==> src/rtl/logic_unit_scheduler.sv <==
// -----------------------------------------------------------------------------
// logic_unit_scheduler
//
// Shares one 4-bit logic unit (AND / OR / XOR / NOT) between two requesters.
// A three-state FSM (IDLE -> EXEC -> DONE -> IDLE) accepts one request at a
// time. It captures the winner's opcode and operands on the accept edge and
// spends EXEC_CYCLES cycles in EXEC. It then presents a registered result
// together with the owner index during the single DONE cycle.
//
// Parameters
//   EXEC_CYCLES : cycles spent in EXEC per operation (legal 1..15)
//
// Ports
//   Clk            : clock, rising edge active
//   Reset          : asynchronous, active-high reset
//   Req0 / Req1    : operation request from requester 0 / 1
//   Op0 / Op1      : opcode (00 AND, 01 OR, 10 XOR, 11 NOT)
//   X0,Y0 / X1,Y1  : 4-bit operands per requester
//   Gnt0 / Gnt1    : one-cycle acceptance pulse (first EXEC cycle)
//   Busy           : high whenever the FSM is not in IDLE
//   Done           : one-cycle result-valid pulse (the DONE cycle)
//   DoneId         : index of the requester owning Result
//   Result         : registered 8-bit operation result
//
// Configuration macro
//   LOGIC_SCHED_ROUND_ROBIN_EN : when defined, contention is resolved
//   round-robin. A last-grant pointer resets to 1, so requester 0 wins the
//   first contention. When undefined, requester 0 always wins and no pointer
//   register exists.
// -----------------------------------------------------------------------------
module logic_unit_scheduler #(
    parameter int unsigned EXEC_CYCLES = 1
) (
    input  logic       Clk,
    input  logic       Reset,
    input  logic       Req0,
    input  logic       Req1,
    input  logic [1:0] Op0,
    input  logic [1:0] Op1,
    input  logic [3:0] X0,
    input  logic [3:0] Y0,
    input  logic [3:0] X1,
    input  logic [3:0] Y1,
    output logic       Gnt0,
    output logic       Gnt1,
    output logic       Busy,
    output logic       Done,
    output logic       DoneId,
    output logic [7:0] Result
);

    localparam logic [1:0] ST_IDLE  = 2'd0;
    localparam logic [1:0] ST_EXEC  = 2'd1;
    localparam logic [1:0] ST_DONE  = 2'd2;
    localparam logic [3:0] CNT_LOAD = 4'(EXEC_CYCLES);

    // Logic-unit datapath: NOT inverts the concatenated operand pair.
    function automatic logic [7:0] lu_compute(
        input logic [1:0] op,
        input logic [3:0] x,
        input logic [3:0] y
    );
        logic [7:0] r;
        case (op)
            2'b00:   r = {4'b0000, x & y};
            2'b01:   r = {4'b0000, x | y};
            2'b10:   r = {4'b0000, x ^ y};
            2'b11:   r = ~{x, y};
            default: r = 8'h00;
        endcase
        return r;
    endfunction

    logic [1:0] state_r;
    logic [1:0] state_nxt_s;
    logic [3:0] cnt_r;
    logic [1:0] op_r;
    logic [3:0] x_r;
    logic [3:0] y_r;
    logic       id_r;
    logic       gnt0_r;
    logic       gnt1_r;
    logic       busy_r;
    logic       done_r;
    logic       doneid_r;
    logic [7:0] result_r;

    logic       take_s;      // accept a request on this edge
    logic       win_id_s;    // index of the requester that wins arbitration
    logic       exec_last_s; // current cycle is the final EXEC cycle
    logic [1:0] sel_op_s;
    logic [3:0] sel_x_s;
    logic [3:0] sel_y_s;

    assign take_s      = (state_r == ST_IDLE) && (Req0 || Req1);
    assign exec_last_s = (state_r == ST_EXEC) && (cnt_r == 4'd1);

`ifdef LOGIC_SCHED_ROUND_ROBIN_EN
    logic last_r;

    // Round-robin winner: on contention the requester not granted last wins.
    always_comb begin
        win_id_s = 1'b0;
        if (Req0 && Req1) begin
            win_id_s = ~last_r;
        end else if (Req0) begin
            win_id_s = 1'b0;
        end else begin
            win_id_s = 1'b1;
        end
    end

    // Last-grant pointer; starts at 1 so requester 0 wins the first contention.
    always_ff @(posedge Clk or posedge Reset) begin
        if (Reset) begin
            last_r <= 1'b1;
        end else if (take_s) begin
            last_r <= win_id_s;
        end
    end
`else
    // Fixed priority: requester 0 wins whenever it is requesting.
    always_comb begin
        win_id_s = 1'b0;
        if (Req0) begin
            win_id_s = 1'b0;
        end else begin
            win_id_s = 1'b1;
        end
    end
`endif

    // Operand mux selecting the winner's opcode and operands.
    always_comb begin
        sel_op_s = Op0;
        sel_x_s  = X0;
        sel_y_s  = Y0;
        if (win_id_s) begin
            sel_op_s = Op1;
            sel_x_s  = X1;
            sel_y_s  = Y1;
        end else begin
            sel_op_s = Op0;
            sel_x_s  = X0;
            sel_y_s  = Y0;
        end
    end

    // FSM next-state logic; requests are only looked at in IDLE.
    always_comb begin
        state_nxt_s = state_r;
        case (state_r)
            ST_IDLE: begin
                if (take_s) begin
                    state_nxt_s = ST_EXEC;
                end else begin
                    state_nxt_s = ST_IDLE;
                end
            end
            ST_EXEC: begin
                if (exec_last_s) begin
                    state_nxt_s = ST_DONE;
                end else begin
                    state_nxt_s = ST_EXEC;
                end
            end
            ST_DONE: state_nxt_s = ST_IDLE;
            default: state_nxt_s = ST_IDLE;
        endcase
    end

    // State register and EXEC cycle counter.
    always_ff @(posedge Clk or posedge Reset) begin
        if (Reset) begin
            state_r <= ST_IDLE;
            cnt_r   <= 4'd0;
        end else begin
            state_r <= state_nxt_s;
            if (take_s) begin
                cnt_r <= CNT_LOAD;
            end else if ((state_r == ST_EXEC) && (cnt_r != 4'd1)) begin
                cnt_r <= cnt_r - 4'd1;
            end
        end
    end

    // Capture of the winner's request; later operand changes are not seen.
    always_ff @(posedge Clk or posedge Reset) begin
        if (Reset) begin
            op_r <= 2'b00;
            x_r  <= 4'h0;
            y_r  <= 4'h0;
            id_r <= 1'b0;
        end else if (take_s) begin
            op_r <= sel_op_s;
            x_r  <= sel_x_s;
            y_r  <= sel_y_s;
            id_r <= win_id_s;
        end
    end

    // Registered handshake and status outputs.
    always_ff @(posedge Clk or posedge Reset) begin
        if (Reset) begin
            gnt0_r <= 1'b0;
            gnt1_r <= 1'b0;
            busy_r <= 1'b0;
            done_r <= 1'b0;
        end else begin
            gnt0_r <= take_s && !win_id_s;
            gnt1_r <= take_s && win_id_s;
            busy_r <= (state_nxt_s != ST_IDLE);
            done_r <= exec_last_s;
        end
    end

    // Result and owner index, updated on the final EXEC edge and held otherwise.
    always_ff @(posedge Clk or posedge Reset) begin
        if (Reset) begin
            result_r <= 8'h00;
            doneid_r <= 1'b0;
        end else if (exec_last_s) begin
            result_r <= lu_compute(op_r, x_r, y_r);
            doneid_r <= id_r;
        end
    end

    assign Gnt0   = gnt0_r;
    assign Gnt1   = gnt1_r;
    assign Busy   = busy_r;
    assign Done   = done_r;
    assign DoneId = doneid_r;
    assign Result = result_r;

endmodule

==> config.mk <==
export PLATFORM = sky130hd
export DESIGN_NAME = logic_unit_scheduler
export DESIGN_NICKNAME = d
export VERILOG_FILES = /design/src/rtl/logic_unit_scheduler.sv
export SDC_FILE = /design/constraint.sdc
export NUM_CORES = 1
export LEC_CHECK = 0
export ABC_CLOCK_PERIOD_IN_PS = 4200
export CAP_MARGIN = 20
export CELL_PAD_IN_SITES_DETAIL_PLACEMENT = 1
export CELL_PAD_IN_SITES_GLOBAL_PLACEMENT = 1
export CORE_ASPECT_RATIO = 0.75
export CORE_MARGIN = 3
export CORE_UTILIZATION = 41
export DETAILED_ROUTE_END_ITERATION = 8
export PLACE_DENSITY = 0.91
export SLEW_MARGIN = 20
export SYNTH_ARGS = -nofsm -noshare
export SYNTH_HDL_FRONTEND = slang
export SYNTH_SLANG_ARGS = --single-unit
==> constraint.sdc <==
create_clock -name Clk -period 4.2 [get_ports Clk]
set_input_delay 0.84 -clock Clk [delete_from_list [all_inputs] [get_ports Clk]]
set_output_delay 0.84 -clock Clk [all_outputs]
set_load 0.02 [all_outputs]
==> flow_summary_export.csv <==
group,metric,value,unit
outcome,status,"completed",
layout,syn_to_final_growth,31.94,%
sta,hold_viol_final,0,
yosys,synth-async-reset-ratio,100.0,%
setup_path,cp-start-kind,"input port",
route,vias,1192,
clocking,postCtsHoldBufs,0,
sta,post-route-min-period,2665,ps
yosys,synthDistinctLibCells,30,
route,routed_wl,3857,um
global_routing,grt_overflow_total,0,
floorplan,floorplan.die.height,59.28,um
sta,relSlewSlack,55.05,%
sta,setup_violations,0,
yosys,synth_enable_flop_cells,0,
global_routing,grt_usage,18.42,%
pwr,p_leak,0.9477,nW
route,detail-route-antenna-nets,0,
layout,post-route-cell-area,2047,um2
pwr,powerDensity,733.6,nW/um2
sta,min_period_over_period,63.45,%
setup_path,crit_required,4340,ps
yosys,yosysWarnings,0,
sta,skew,5.457,ps
layout,nNetsFinal,212,
layout,final_cell_mix,"36 x clkdlybuf4s50_1, 30 x dfrtp_1, 29 x o21ai_0, 17 x inv_1, 11 x mux2i_1",
place,gp_congestion,0.7717,
yosys,synth_nets,176,
yosys,syn_area,1551,um2
clocking,clock_path_buffers,2,
floorplan,ios,37,
layout,num_antenna_cells,0,
global_routing,grt_start_max_net_pins,31,
sta,finalMaxSlewViolations,0,
global_routing,grt_pass1_wl,6334,um
route,first_pass_iters,4,
layout,final-instance-count-excl-fill,229,
sta,fin_tns_setup,0,ps
yosys,ys.flop_type,"dfrtp_1",
place,placed_cell_area,1937,um2
place,dp.cells,221,
job,maxCapViolCount,0,
floorplan,dieArea,4566,um2
route,viasPerCell,5.205,
clocking,postCtsSetupRepairBufs,0,
floorplan,die-width,77.03,um
route,wire_per_inst,16.84,um
global_routing,antenna_found_initial,0,
yosys,netlist_instances,142,
place,port_buffers,36,
clocking,ctsHtreeMaxLevel,2,
yosys,yosysSeqAreaShare,48.39,%
setup_path,crit_type,"input port to register",
floorplan,initial_core_util,45.03,%
global_routing,first_global_vias,1288,
yosys,syn_area_per_cell,10.93,um2
floorplan,core_area,3446,um2
route,drc,0,
layout,layout_commonest_cell,"clkdlybuf4s50_1",
pwr,ir_worst_vdd,0.3215,mV
sta,rsz0062_at_grt,"no",
clocking,cts_resized,0,
layout,drive_gt1_share,10.06,%
clocking,insertion_delay,280,ps
setup_path,cp-end-kind,"register",
setup_path,cp.arrival,2810,ps
min_path,hold_class,"register to register",
clocking,cts_tree,"built",
clocking,root_buffer,"clkbuf_8",
route,detail_route.iter0.violations,34,
floorplan,rows,18,
sta,worst_slew_pin_slew,671.8,ps
setup_path,crit_fanout,14,
yosys,synth.ff_latch_count,30,
clocking,cts.sinks,30,
layout,final_util,59.40,%
sta,fmax,375.3,MHz
clocking,cts_buffers,5,
place,dp_hpwl,2943,um
clocking,clk_pin_slew_worst_paths,60,ps
## critical path, stage by stage
cell and delay, ps:
clkdlybuf4s50_1 750, nor2_1 680, or2_2 380, o21ai_0 150
## worst paths after layout
check	start	endpoint	slack (ps)	cells after the start
worst max-delay path	Req0	op_r[1]	1540	4
worst min-delay path	state_r[1]	Busy	480	1
worst max register to register	cnt_r[1]	Result[3]	2340	6
worst min register to register	state_r[1]	Busy	480	1
max in group asynchronous	Reset	Result[1]	2820	2
min in group asynchronous	Reset	Result[0]	970	2
## cell families (layout without fill, tap and decap cells)
| group | after synthesis | after routing | share of synthesized area [%] |
|---|---|---|---|
| AOI/OAI and AO/OA | 38 | 38 | 13.14 |
| DFF | 30 | 30 | 48.39 |
| buffers and inverters | 26 | 63 | 7.015 |
| muxes | 19 | 19 | 16.29 |
| and+or+nand+nor | 19 | 19 | 7.098 |
| adders and majority gates | 10 | 10 | 8.065 |
## report_power, final
part	internal [mW]	switching, mW	leakage, nW	total [mW]
clock network	0.165	0.107	0.0575	0.273
registers	0.421	0.118	0.376	0.538
logic	0.323	0.368	0.514	0.691
## state kept, by name, indices dropped and copies added (netlist names), 2 cells and up
name,cells
Result,8
op_r,2
x_r,4
state_r,2
cnt_r,4
y_r,4
## layer usage
layer / up-vias / routed length, um / global-route usage [%]
met5: - / 0 / 0
met4: 0 / 46 / 6.091
met3: 5 / 202 / 5.319
met2: 38 / 1860 / 31.14
met1: 585 / 1747 / 23.21
li1: 564 / - / -
## synth_stat cells (2+ instances only)
| cell type | instances | area (um2) |
|---|---|---|
| dfrtp_1 | 30 | 750.7 |
| o21ai_0 | 29 | 145.1 |
| inv_1 | 18 | 67.56 |
| mux2i_1 | 11 | 110.1 |
| ha_1 | 10 | 125.1 |
| nor2_1 | 5 | 18.77 |
| o31ai_1 | 4 | 30.03 |
| a21oi_1 | 3 | 15.01 |
| clkbuf_1 | 3 | 11.26 |
| mux2_2 | 3 | 33.78 |
| nand3_1 | 3 | 15.01 |
| buf_2 | 2 | 10.01 |
| mux4_1 | 2 | 52.55 |
| mux4_2 | 2 | 45.04 |
| nand2_1 | 2 | 7.510 |
## per-stage QoR
step	hold slack, ps	total power, mW	setup slack [ps]
CTS	484.1	1.510	1545
floorplan	433.3	0.9623	2478
global placement	464.5	1.152	1423
detailed placement	465.9	1.229	1281
finish	478.4	1.502	1535
global route	516.7	1.611	1329
## area by class of cell
| type | instances | area (um2) |
|---|---|---|
| fill | 385 | 1399 |
| multi-input combinational | 86 | 691.9 |
| clock buffer | 8 | 110.1 |
| tap | 50 | 62.56 |
| timing repair buffer | 36 | 360.3 |
| sequential | 30 | 750.7 |
| inverter | 19 | 71.32 |
No activity file was read; power rests on OpenSTA's default activity.
